[src/rtl/fetch_unit_if.sv]
// Signal bundle between the fetch stage, instruction memory and decode.
// The master side is the fetch unit and the slave side is its environment.
interface fetch_unit_if #(
   parameter int XLEN = 32
);
   logic            imem_rd_en;
   logic [XLEN-1:0] imem_pc;
   logic [XLEN-1:0] imem_instr;
   logic            redirect_valid;
   logic [XLEN-1:0] redirect_pc;
   logic            out_valid;
   logic            out_ready;
   logic [XLEN-1:0] out_instr;
   logic [XLEN-1:0] out_pc;
   logic            misaligned_err;

   modport master (
      output imem_rd_en, imem_pc, out_valid, out_instr, out_pc, misaligned_err,
      input  imem_instr, redirect_valid, redirect_pc, out_ready
   );

   modport slave (
      input  imem_rd_en, imem_pc, out_valid, out_instr, out_pc, misaligned_err,
      output imem_instr, redirect_valid, redirect_pc, out_ready
   );
endinterface

[src/rtl/fetch_unit.sv]
// Instruction fetch stage: owns the PC, issues one-cycle-latency imem reads and
// queues {instr, pc} pairs for decode, with redirect flush and misaligned-target halt.
module fetch_unit #(
   parameter int              XLEN       = 32,
   parameter logic [XLEN-1:0] RESET_PC   = {XLEN{1'b0}},
   parameter int              FIFO_DEPTH = 2
) (
   input  logic         clk,
   input  logic         rst,
   fetch_unit_if.master bus
);
   localparam int AW = (FIFO_DEPTH > 1) ? $clog2(FIFO_DEPTH) : 1;
   localparam int CW = AW + 1;
   localparam int LW = AW + 2;

   localparam logic [0:0] ST_RUN  = 1'b0;
   localparam logic [0:0] ST_HALT = 1'b1;

   logic [0:0]      state_r;
   logic [XLEN-1:0] fetch_pc_r;
   logic [XLEN-1:0] req_pc_r;
   logic            inflight_r;
   logic            err_r;
   logic [XLEN-1:0] q_instr_r [FIFO_DEPTH];
   logic [XLEN-1:0] q_pc_r    [FIFO_DEPTH];
   logic [AW-1:0]   rd_ptr_r;
   logic [AW-1:0]   wr_ptr_r;
   logic [CW-1:0]   count_r;

   logic            out_valid_s;
   logic            pop_s;
   logic            push_s;
   logic            issue_s;
   logic            misaligned_s;
   logic [LW-1:0]   level_s;
   logic [CW-1:0]   count_nx_s;

   // Handshake, credit and issue decisions for the current cycle
   always_comb begin
      out_valid_s  = 1'b0;
      issue_s      = 1'b0;
      if ((count_r != {CW{1'b0}}) && (state_r == ST_RUN)) begin
         out_valid_s = 1'b1;
      end else begin
         out_valid_s = 1'b0;
      end
      pop_s        = out_valid_s && bus.out_ready;
      // A response already in flight is never dropped, so it is counted as a used slot.
      push_s       = inflight_r && !bus.redirect_valid;
      level_s      = LW'(count_r) + LW'(inflight_r) - LW'(pop_s);
      if (!rst && (state_r == ST_RUN) && !bus.redirect_valid && (level_s < LW'(FIFO_DEPTH))) begin
         issue_s = 1'b1;
      end else begin
         issue_s = 1'b0;
      end
      count_nx_s   = count_r + CW'(push_s) - CW'(pop_s);
      misaligned_s = (bus.redirect_pc[1:0] != 2'b00);
   end

   assign bus.imem_rd_en     = issue_s;
   assign bus.imem_pc        = fetch_pc_r;
   assign bus.out_valid      = out_valid_s;
   assign bus.out_instr      = out_valid_s ? q_instr_r[rd_ptr_r] : {XLEN{1'b0}};
   assign bus.out_pc         = out_valid_s ? q_pc_r[rd_ptr_r] : {XLEN{1'b0}};
   assign bus.misaligned_err = err_r;

   // PC, in-flight tracking, queue pointers and run/halt state
   always_ff @(posedge clk or posedge rst) begin
      if (rst) begin
         state_r    <= ST_RUN;
         fetch_pc_r <= RESET_PC;
         req_pc_r   <= {XLEN{1'b0}};
         inflight_r <= 1'b0;
         err_r      <= 1'b0;
         rd_ptr_r   <= {AW{1'b0}};
         wr_ptr_r   <= {AW{1'b0}};
         count_r    <= {CW{1'b0}};
      end else if (bus.redirect_valid) begin
         // The low bits are dropped so imem_pc stays word aligned even while halted.
         fetch_pc_r <= {bus.redirect_pc[XLEN-1:2], 2'b00};
         inflight_r <= 1'b0;
         rd_ptr_r   <= {AW{1'b0}};
         wr_ptr_r   <= {AW{1'b0}};
         count_r    <= {CW{1'b0}};
         case (misaligned_s)
            1'b1: begin
               state_r <= ST_HALT;
               err_r   <= 1'b1;
            end
            default: begin
               state_r <= ST_RUN;
            end
         endcase
      end else begin
         inflight_r <= issue_s;
         if (issue_s) begin
            fetch_pc_r <= fetch_pc_r + XLEN'(3'd4);
            req_pc_r   <= fetch_pc_r;
         end
         if (push_s) begin
            wr_ptr_r <= wr_ptr_r + AW'(1'b1);
         end
         if (pop_s) begin
            rd_ptr_r <= rd_ptr_r + AW'(1'b1);
         end
         count_r <= count_nx_s;
      end
   end

   // Queue storage written with each returned word and the PC it was fetched from
   always_ff @(posedge clk or posedge rst) begin
      if (rst) begin
         for (int i = 0; i < FIFO_DEPTH; i++) begin
            q_instr_r[i] <= {XLEN{1'b0}};
            q_pc_r[i]    <= {XLEN{1'b0}};
         end
      end else if (push_s) begin
         q_instr_r[wr_ptr_r] <= bus.imem_instr;
         q_pc_r[wr_ptr_r]    <= req_pc_r;
      end
   end
endmodule

[src/flat_wrapper.sv]
// flat-port wrapper written by rule: the top's interface ports become plain ports
module fetch_unit_flat 
#(
   parameter int              XLEN       = 32,
   parameter logic [XLEN-1:0] RESET_PC   = {XLEN{1'b0}},
   parameter int              FIFO_DEPTH = 2
)
  (clk, rst, bus_imem_rd_en, bus_imem_pc, bus_out_valid, bus_out_instr, bus_out_pc, bus_misaligned_err, bus_imem_instr, bus_redirect_valid, bus_redirect_pc, bus_out_ready);
  fetch_unit_if #(.XLEN(XLEN)) bus_i ();
  input  logic clk;
  input  logic rst;
  output wire logic [$bits(bus_i.imem_rd_en)-1:0] bus_imem_rd_en;
  output wire logic [$bits(bus_i.imem_pc)-1:0] bus_imem_pc;
  output wire logic [$bits(bus_i.out_valid)-1:0] bus_out_valid;
  output wire logic [$bits(bus_i.out_instr)-1:0] bus_out_instr;
  output wire logic [$bits(bus_i.out_pc)-1:0] bus_out_pc;
  output wire logic [$bits(bus_i.misaligned_err)-1:0] bus_misaligned_err;
  input wire logic [$bits(bus_i.imem_instr)-1:0] bus_imem_instr;
  input wire logic [$bits(bus_i.redirect_valid)-1:0] bus_redirect_valid;
  input wire logic [$bits(bus_i.redirect_pc)-1:0] bus_redirect_pc;
  input wire logic [$bits(bus_i.out_ready)-1:0] bus_out_ready;
  assign bus_imem_rd_en = bus_i.imem_rd_en;
  assign bus_imem_pc = bus_i.imem_pc;
  assign bus_out_valid = bus_i.out_valid;
  assign bus_out_instr = bus_i.out_instr;
  assign bus_out_pc = bus_i.out_pc;
  assign bus_misaligned_err = bus_i.misaligned_err;
  assign bus_i.imem_instr = bus_imem_instr;
  assign bus_i.redirect_valid = bus_redirect_valid;
  assign bus_i.redirect_pc = bus_redirect_pc;
  assign bus_i.out_ready = bus_out_ready;
  fetch_unit #(.XLEN(XLEN), .RESET_PC(RESET_PC), .FIFO_DEPTH(FIFO_DEPTH)) u_core (.clk(clk), .rst(rst), .bus(bus_i));
endmodule
[config.mk]
export PLATFORM = sky130hd
export DESIGN_NAME = fetch_unit_flat
export DESIGN_NICKNAME = d
export VERILOG_FILES = /design/src/rtl/fetch_unit_if.sv /design/src/rtl/fetch_unit.sv /design/src/flat_wrapper.sv
export SDC_FILE = /design/constraint.sdc
export NUM_CORES = 1
export LEC_CHECK = 0
export CAP_MARGIN = 10
export CORE_UTILIZATION = 47
export DETAILED_ROUTE_END_ITERATION = 8
export GPL_TIMING_DRIVEN = 0
export PLACE_DENSITY_LB_ADDON = 0.08
export SYNTH_ARGS = -nofsm -noshare
export SYNTH_HDL_FRONTEND = slang
export SYNTH_SLANG_ARGS = --single-unit
export TNS_END_PERCENT = 1
[constraint.sdc]
create_clock -name clk -period 6.6 [get_ports clk]
set_input_delay 0.66 -clock clk [delete_from_list [all_inputs] [get_ports clk]]
set_output_delay 0.66 -clock clk [all_outputs]
set_load 0.005 [all_outputs]
# Word level (Yosys, flattened, before mapping)
# Cells that the tools add are included.
# Widths: inputs -> output; s select.
[classes]
n_mux = 23
bitwise = 4
n_lt_le_gt_ge = 4
n_reduce_logical = 16
n_addsub = 7
[op_table]
columns = ["operator", "n"]
rows = [
  ["$mux 32", 11],
  ["$bwmux 64", 2],
  ["$add 32x3->32 const B", 1],
  ["$demux 32 s1", 1],
  ["$reduce_bool 2->1", 5],
  ["$mux 1", 8],
  ["$logic_and 1x1->1", 7],
  ["$ge 2x2->1 const B", 2],
  ["$not 1->2", 2],
  ["$reduce_and 2->1", 2],
  ["$add 2x1->3", 1],
  ["$lt 3x2->1 const B", 1],
  ["$sub 3x1->3", 1],
  ["$add 1x1->1 const B", 2],
  ["$add 2x1->2", 1],
  ["$logic_not 1->1", 2],
  ["$lt 2x1->1 const B", 1],
  ["$mux 2", 1],
  ["$not 1->1", 2],
  ["$sub 2x1->2", 1],
]
[word_totals]
register_bits = 199
out_inout_bits = 99

# Logic depth before layout (Yosys ltp)
# Gate-level depths: netlist of run 1.
[depth]
depth_word = 10
ltp_mapped = 15
depth_no_buf = 13

# Worst setup path before layout of run 1
# No wires, ideal clock.
[synth_timing]
kind = "input port to output port"
start = "in rst"
end = "out bus_imem_rd_en"
arrival_ns = 6.119
required_time_ns = 5.940
cell_stages = 6
slack_ns = -0.179
n_path_buf = 3
path_cell_list = "inv_1 -> nand4_1 -> buf_2 -> buf_2 -> buf_1 -> inv_1"
[synth_between]
elab_chain_len = 5
[synth_lines]
columns = ["element", "line", "source"]
rows = [
  ["start, declared", "flat_wrapper.sv:11", "input logic rst;"],
  ["$logic_not 1->1", "fetch_unit.sv:51", "if (!rst && (state_r == ST_RUN) && !bus.redirect_valid && (level_s < LW'(FIFO_DEPTH))) begin"],
  ["$logic_and 1x1->1 (3 in series)", "fetch_unit.sv:51", ""],
  ["$mux 1", "fetch_unit.sv:51", ""],
  ["end, declared", "flat_wrapper.sv:12", "output wire logic [$bits(bus_i.imem_rd_en)-1:0] bus_imem_rd_en;"],
]
# No other way between the ends.

# Worst setup path after layout of run 1
# Ends and elaborated chain as after synthesis.

==> results of run 1 <==
-- final timing paths --
| kind | startpoint | endpoint | slack (ns) | cells after the start |
|---|---|---|---|---|
| min in group asynchronous | rst | u_core.q_instr_r[57] | 0.75 | 2 |
| min reg2reg | u_core.bus.misaligned_err | u_core.bus.misaligned_err | 0.48 | 1 |
| max in group asynchronous | rst | u_core.q_pc_r[55] | 4.62 | 5 |
| min | u_core.bus.misaligned_err | u_core.bus.misaligned_err | 0.48 | 1 |
| max reg2reg | u_core.count_r[1] | u_core.bus.imem_pc[15] | 2.43 | 14 |
| max | rst | bus_imem_rd_en | 1.47 | 11 |
-- synth_stat cells, types with 6 or more instances --
library cell	n	share of area, %
a22oi_1	6	0.51
buf_1	7	0.30
buf_2	13	0.73
clkbuf_1	27	1.1
dfrtp_1	191	54
inv_1	7	0.30
mux2_2	124	16
mux2i_1	67	7.6
nand2_1	120	5.1
nand3_1	11	0.62
nand4_1	12	0.85
nor2_1	84	3.6
nor2b_1	6	0.42
o211ai_1	9	0.76
o21ai_0	19	1.1
-- layer usage --
metal,GRT usage (%),vias to the layer above,share of wire (%)
li1,-,3079,-
met1,33.0,3182,47
met2,37.7,207,47
met3,4.92,13,5.1
met4,5.61,0,0.82
met5,0,-,0
-- flip-flops by register name, indices dropped and copies added (netlist names) --
register / flops
u_core.q_instr_r: 64
u_core.q_pc_r: 60
u_core.bus.imem_pc: 30
u_core.req_pc_r: 30
u_core.count_r: 2
u_core.bus.misaligned_err: 1
u_core.inflight_r: 1
u_core.rd_ptr_r: 1
u_core.state_r: 1
u_core.wr_ptr_r: 1
-- power by group --
group / internal, mW / switching (mW)
clock: 0.599 / 0.441
combinational: 0.279 / 0.198
sequential: 1.39 / 0.152
-- critical path, stage by stage --
cell and delay, ns:
clkdlybuf4s50_1 0.50, clkinvlp_4 0.69, buf_12 0.47, buf_12 0.22, buf_12 0.21, nand4_1 0.16, buf_2 0.27, buf_2 0.28
buf_1 0.42, inv_1 0.07, clkdlybuf4s50_1 0.45
-- cell families (layout without fill, tap and decap cells) --
kind of cell    count (synthesis)  count (layout)
mux                           191             191
compound gates                 57              57
fa+ha+maj                       4               4
simple gates                  273             273
flops                         191             191
xor+xnor                        6               6
other cells                     1               4
buf+inv                        60             257
-- area by class of cell --
| class | instances | share of cell area (%) |
|---|---|---|
| Inverter | 8 | 0.295 |
| Timing Repair Buffer | 166 | 14.8 |
| Tap cell | 229 | 2.50 |
| Clock inverter | 8 | 0.906 |
| Buffer | 52 | 1.99 |
| Clock buffer | 23 | 4.26 |
| Multi-Input combinational cell | 535 | 33.5 |
| Sequential cell | 191 | 41.7 |
==> impl_metrics.py, run 1 <==
metrics = {
    "detailed_routing": {
        "finalWirelength_um": 21600,
        "vias": 6481,
        "route.detailed.drc": 0,
        "initialDrtViolationCount": 430,
        "drt-wirelength-per-cell_um": 17.9,
        "drt_pass1_iterations": 5,
        "ant_nets": 0,
        "viasPerCell": 5.35,
    },
    "critical_path": {
        "critPathMaxFanout": 40,
        "start_kind": "primary input",
        "crit_arrival_ns": 4.47,
        "worstSetupPathType": "primary input to output port",
        "crit_required_ns": 5.94,
        "cp-end-kind": "output port",
    },
    "synthesis": {
        "synth_flop_cell": "dfrtp_1",
        "ys_async_sr_fraction_pct": 100,
        "ys_types": 49,
        "synthCells": 783,
        "synth-simple-area-share_pct": 14.2,
        "syn_area_per_cell_um2": 11.3,
        "synth_mux_area_share_pct": 23.3,
        "netlist_area_um2": 8870,
        "yosys.area_share.adder_pct": 0.649,
        "synth.yosys.warnings": 0,
        "synth_xor_area_share_pct": 0.593,
        "synth_compound_area_share_pct": 4.35,
        "synth_edf_count": 0,
        "synth_top_family_by_area": "multiplexers",
        "synth_seq_cells": 191,
        "synth-seq-area-share_pct": 53.9,
    },
    "place": {
        "dp_cells": 1181,
        "numPortBuffers": 162,
        "place.gp.congestion": 0.795,
        "dpl-instance-area_um2": 10900,
        "place_ws_ns": 1.37,
        "place_hpwl_um": 15000,
    },
    "clocking": {
        "h-tree-depth": 4,
        "cts_tree": "yes",
        "root_buffer": "clkbuf_16",
        "ctsResizeCount": 0,
        "cts_buffers": 17,
        "cts.hold.buffers_added": 0,
        "clockBufferDepth": 2,
        "post-cts-setup-buffers": 0,
        "clock-sinks": 191,
        "clk-insertion-delay-late_ns": 0.43,
        "path_clk_slew_ns": 0.07,
    },
    "timing": {
        "clock_skew_ns": 0.0109,
        "layout_setup_ws_ns": 1.47,
        "period_needed_ns": 5.13,
        "fin_crit_sh_pct": 77.7,
        "hold_ws_ns": 0.479,
        "worstMarginPinSlew_ns": 0.868,
        "rsz0062_at_grt": "no",
        "finalSetupViolations": 0,
        "hold_violations": 0,
        "fmax_mhz": 195,
        "slew_viol_final": 0,
        "fin_setup_tns_ns": 0,
        "slew_headroom_pct": 42.0,
    },
    "global_routing": {
        "grt_pass1_wl_um": 35700,
        "antenna_found_initial": 0,
        "grt_use_total_pct": 23.6,
        "grt_pass1_vias": 6670,
        "grt_max_degree": 43,
        "grt-ovfl-total": 0,
    },
    "die": {
        "start_util_pct": 48.7,
        "dieArea_um2": 19400,
        "die_w_um": 139,
        "coreArea_um2": 18200,
        "std_cell_rows": 49,
        "die_y_um": 139,
        "ios": 167,
    },
    "power": {
        "totalPowerFinal_mw": 3.06,
        "peakVddDrop_mv": 0.160,
        "p_per_area_nw_per_um2": 267,
        "p_leak_nw": 5.07,
    },
    "cells_and_area": {
        "design_area_um2": 11500,
        "area_growth_pct": 29.3,
        "nFillCells": 1536,
        "utilization_pct": 62.9,
        "fin_cells": 1212,
        "n_antenna_cell": 0,
        "register_area_um2": 4780,
        "layout_common_cells": "dfrtp_1, clkdlybuf4s50_1, mux2_2, nand2_1, nor2_1",
        "drive_gt1_share_pct": 18.7,
        "multiInputGateArea_um2": 3840,
        "nets": 1043,
        "final_common_cell": "dfrtp_1",
    },
    "status": {
        "outcome": "finished, final reports clean",
    },
    "worst_hold_path": {
        "hold_class": "flop to flop",
    },
    "flow_run": {
        "max_cap_viol_count": 0,
    },
}
Note: power is estimated with default switching activity, not from simulation.
==> run 2: changes to the inputs <==
==> constraint.sdc (replaced) <==
create_clock -name clk -period 4.6 [get_ports clk]
set_input_delay 0.46 -clock clk [delete_from_list [all_inputs] [get_ports clk]]
set_output_delay 0.46 -clock clk [all_outputs]
set_load 0.005 [all_outputs]
==> run 2 against run 1 <==
Effect of this change: non-clock buffer count stayed put; clock skew grew 0.00082 ns; largest power group unchanged; power rose by 43%; combinational power grew 44%; sequential share of layout area decreased by 0.11 points; clock power is 40% higher.
==> impl_metrics.py, run 2 (synthesis gave the netlist of run 1 again) <==
metrics = {
    "power": {
        "pwr-share-clk_pct": 33.5,
        "p_comb_share_pct": 15.7,
        "p_per_area_nw_per_um2": 380,
        "p_leak_nw": 5.07,
        "peakVddDrop_mv": 0.291,
        "power.share.sequential_pct": 50.8,
        "intPower_mw": 3.21,
        "switching_power_mw": 1.16,
        "power_switching_share_pct": 26.5,
    },
    "critical_path": {
        "start_kind": "flop",
        "slowest_delay_ns": 0.49,
        "crit_required_ns": 4.14,
        "cp-end-kind": "output port",
        "slowest_stage": "clkdlybuf4s50_1",
        "crit_arrival_ns": 3.84,
        "worstSetupPathType": "flop to output port",
        "cp_top_family": "buffers and inverters",
        "critPathMaxFanout": 10,
        "path_cells": "nor2_1 > or2_2 > inv_1 > nand2_1 > nor2_1 > o21ai_0 > fa_1 > xnor2_1 > nand4_1 > buf_6 > buf_4 > buf_6 > inv_1 > clkdlybuf4s50_1",
        "timing.critical_path.buf_inv": 6,
    },
    "cells_and_area": {
        "n_antenna_cell": 0,
        "utilization_pct": 63.1,
        "drive_gt1_share_pct": 19.2,
        "nets": 1043,
        "top_register": "u_core.q_instr_r",
        "final_common_cell": "dfrtp_1",
        "layout_common_cells": "dfrtp_1, clkdlybuf4s50_1, mux2_2, nand2_1, nor2_1",
        "reg.largest.list": "u_core.q_instr_r x64, u_core.q_pc_r x60",
        "largest_reg_flops": 64,
        "nFillCells": 1530,
        "area_growth_pct": 29.6,
    },
    "clocking": {
        "clockBufferDepth": 2,
        "cts_tree": "yes",
        "clock-sinks": 191,
        "root_buffer": "clkbuf_16",
        "path_clk_slew_ns": 0.07,
        "post-cts-setup-buffers": 0,
        "cts.hold.buffers_added": 0,
        "cts_buffers": 17,
        "ctsResizeCount": 0,
        "clk-insertion-delay-late_ns": 0.44,
        "h-tree-depth": 4,
    },
    "place": {
        "place_ws_ns": 0.490,
        "numPortBuffers": 162,
        "place_hpwl_um": 15000,
        "place.gp.congestion": 0.812,
    },
    "die": {
        "start_util_pct": 48.7,
        "std_cell_rows": 49,
        "dieArea_um2": 19400,
        "die_y_um": 139,
        "coreArea_um2": 18200,
        "ios": 167,
        "die_w_um": 139,
    },
    "detailed_routing": {
        "met2_length_um": 10100,
        "drt_pass1_iterations": 5,
        "ant_nets": 0,
        "wl_met3_um": 1080,
        "vias": 6478,
        "top_layer": "met4",
        "wl_met1_um": 9950,
        "viasPerCell": 5.34,
        "route.detailed.drc": 0,
        "drt-wirelength-per-cell_um": 17.7,
        "finalWirelength_um": 21500,
        "initialDrtViolationCount": 361,
    },
    "global_routing": {
        "grt_pass1_wl_um": 34800,
        "grt_use_total_pct": 23.3,
        "grt_pass1_vias": 6511,
        "grt_max_degree": 39,
        "antenna_found_initial": 0,
        "grt-ovfl-total": 0,
    },
    "timing": {
        "period_needed_ns": 4.30,
        "slew_viol_final": 0,
        "fin_setup_tns_ns": 0,
        "finalSetupViolations": 0,
        "worstMarginPinSlew_ns": 0.809,
        "fmax_mhz": 233,
        "hold_violations": 0,
        "layout_setup_ws_ns": 0.303,
        "slew_headroom_pct": 46.1,
        "clock_skew_ns": 0.0117,
        "fin_crit_sh_pct": 93.4,
        "hold_ws_ns": 0.445,
        "rsz0062_at_grt": "no",
    },
    "flow_run": {
        "max_cap_viol_count": 0,
    },
    "worst_hold_path": {
        "hold_class": "primary input to asynchronous set/reset pin",
    },
    "status": {
        "outcome": "finished, final reports clean",
    },
}
run 2: cell types whose count changed in the layout (fill, tap and decap cells not counted), moves of 2 or more:
cell | before | now
buf_2 | 13 | 11
buf_6 | 0 | 2
clkbuf_8 | 4 | 1
clkinvlp_4 | 2 | 6
run 2: area by class of cell:
type / instances / area [µm²] / area share, %
Buffer: 51 / 254 / 2.21
Clock buffer: 21 / 440 / 3.83
Clock inverter: 11 / 133 / 1.15
Inverter: 8 / 35.0 / 0.305
Multi-Input combinational cell: 535 / 3840 / 33.4
Sequential cell: 191 / 4780 / 41.6
Tap cell: 229 / 287 / 2.49
Timing Repair Buffer: 167 / 1720 / 15.0
run 2: power groups by stage:
stage / combinational [mW] / sequential, mW / clock, mW
3_3_place_gp: 0.669 / 2.24 / 0
4_1_cts: 0.699 / 2.22 / 1.48
6_report: 0.687 / 2.22 / 1.46
5_1_grt: 0.772 / 2.26 / 1.55
2_1_floorplan: 0.461 / 2.18 / 0
3_5_place_dp: 0.696 / 2.24 / 0
run 2: through the flow:
stage                     area [µm²]  cells  power, mW
after floorplan                 8910    786       2.64
final                          11500   1213       4.36
after CTS                      11500   1214       4.40
after global placement         10800   1177       2.90
after global routing           11500   1213       4.58
after detailed placement       10900   1182       2.94
run 2: routing by layer:
metal | vias up | GRT usage [%]
met5 | - | 0
met4 | 0 | 8.13
met3 | 24 | 4.44
met2 | 175 | 37.3
met1 | 3186 | 31.7
li1 | 3093 | -
run 2: worst paths after layout:
path,from,to,slack [ns],cells past startpoint
max,u_core.count_r[1],bus_imem_rd_en,0.30,14
min,rst,u_core.q_instr_r[26],0.45,2
max reg2reg,u_core.count_r[1],u_core.req_pc_r[11],1.05,14
min reg2reg,u_core.bus.misaligned_err,u_core.bus.misaligned_err,0.47,1
max in group asynchronous,rst,u_core.q_pc_r[17],3.09,5
min in group clk,u_core.bus.misaligned_err,u_core.bus.misaligned_err,0.47,1
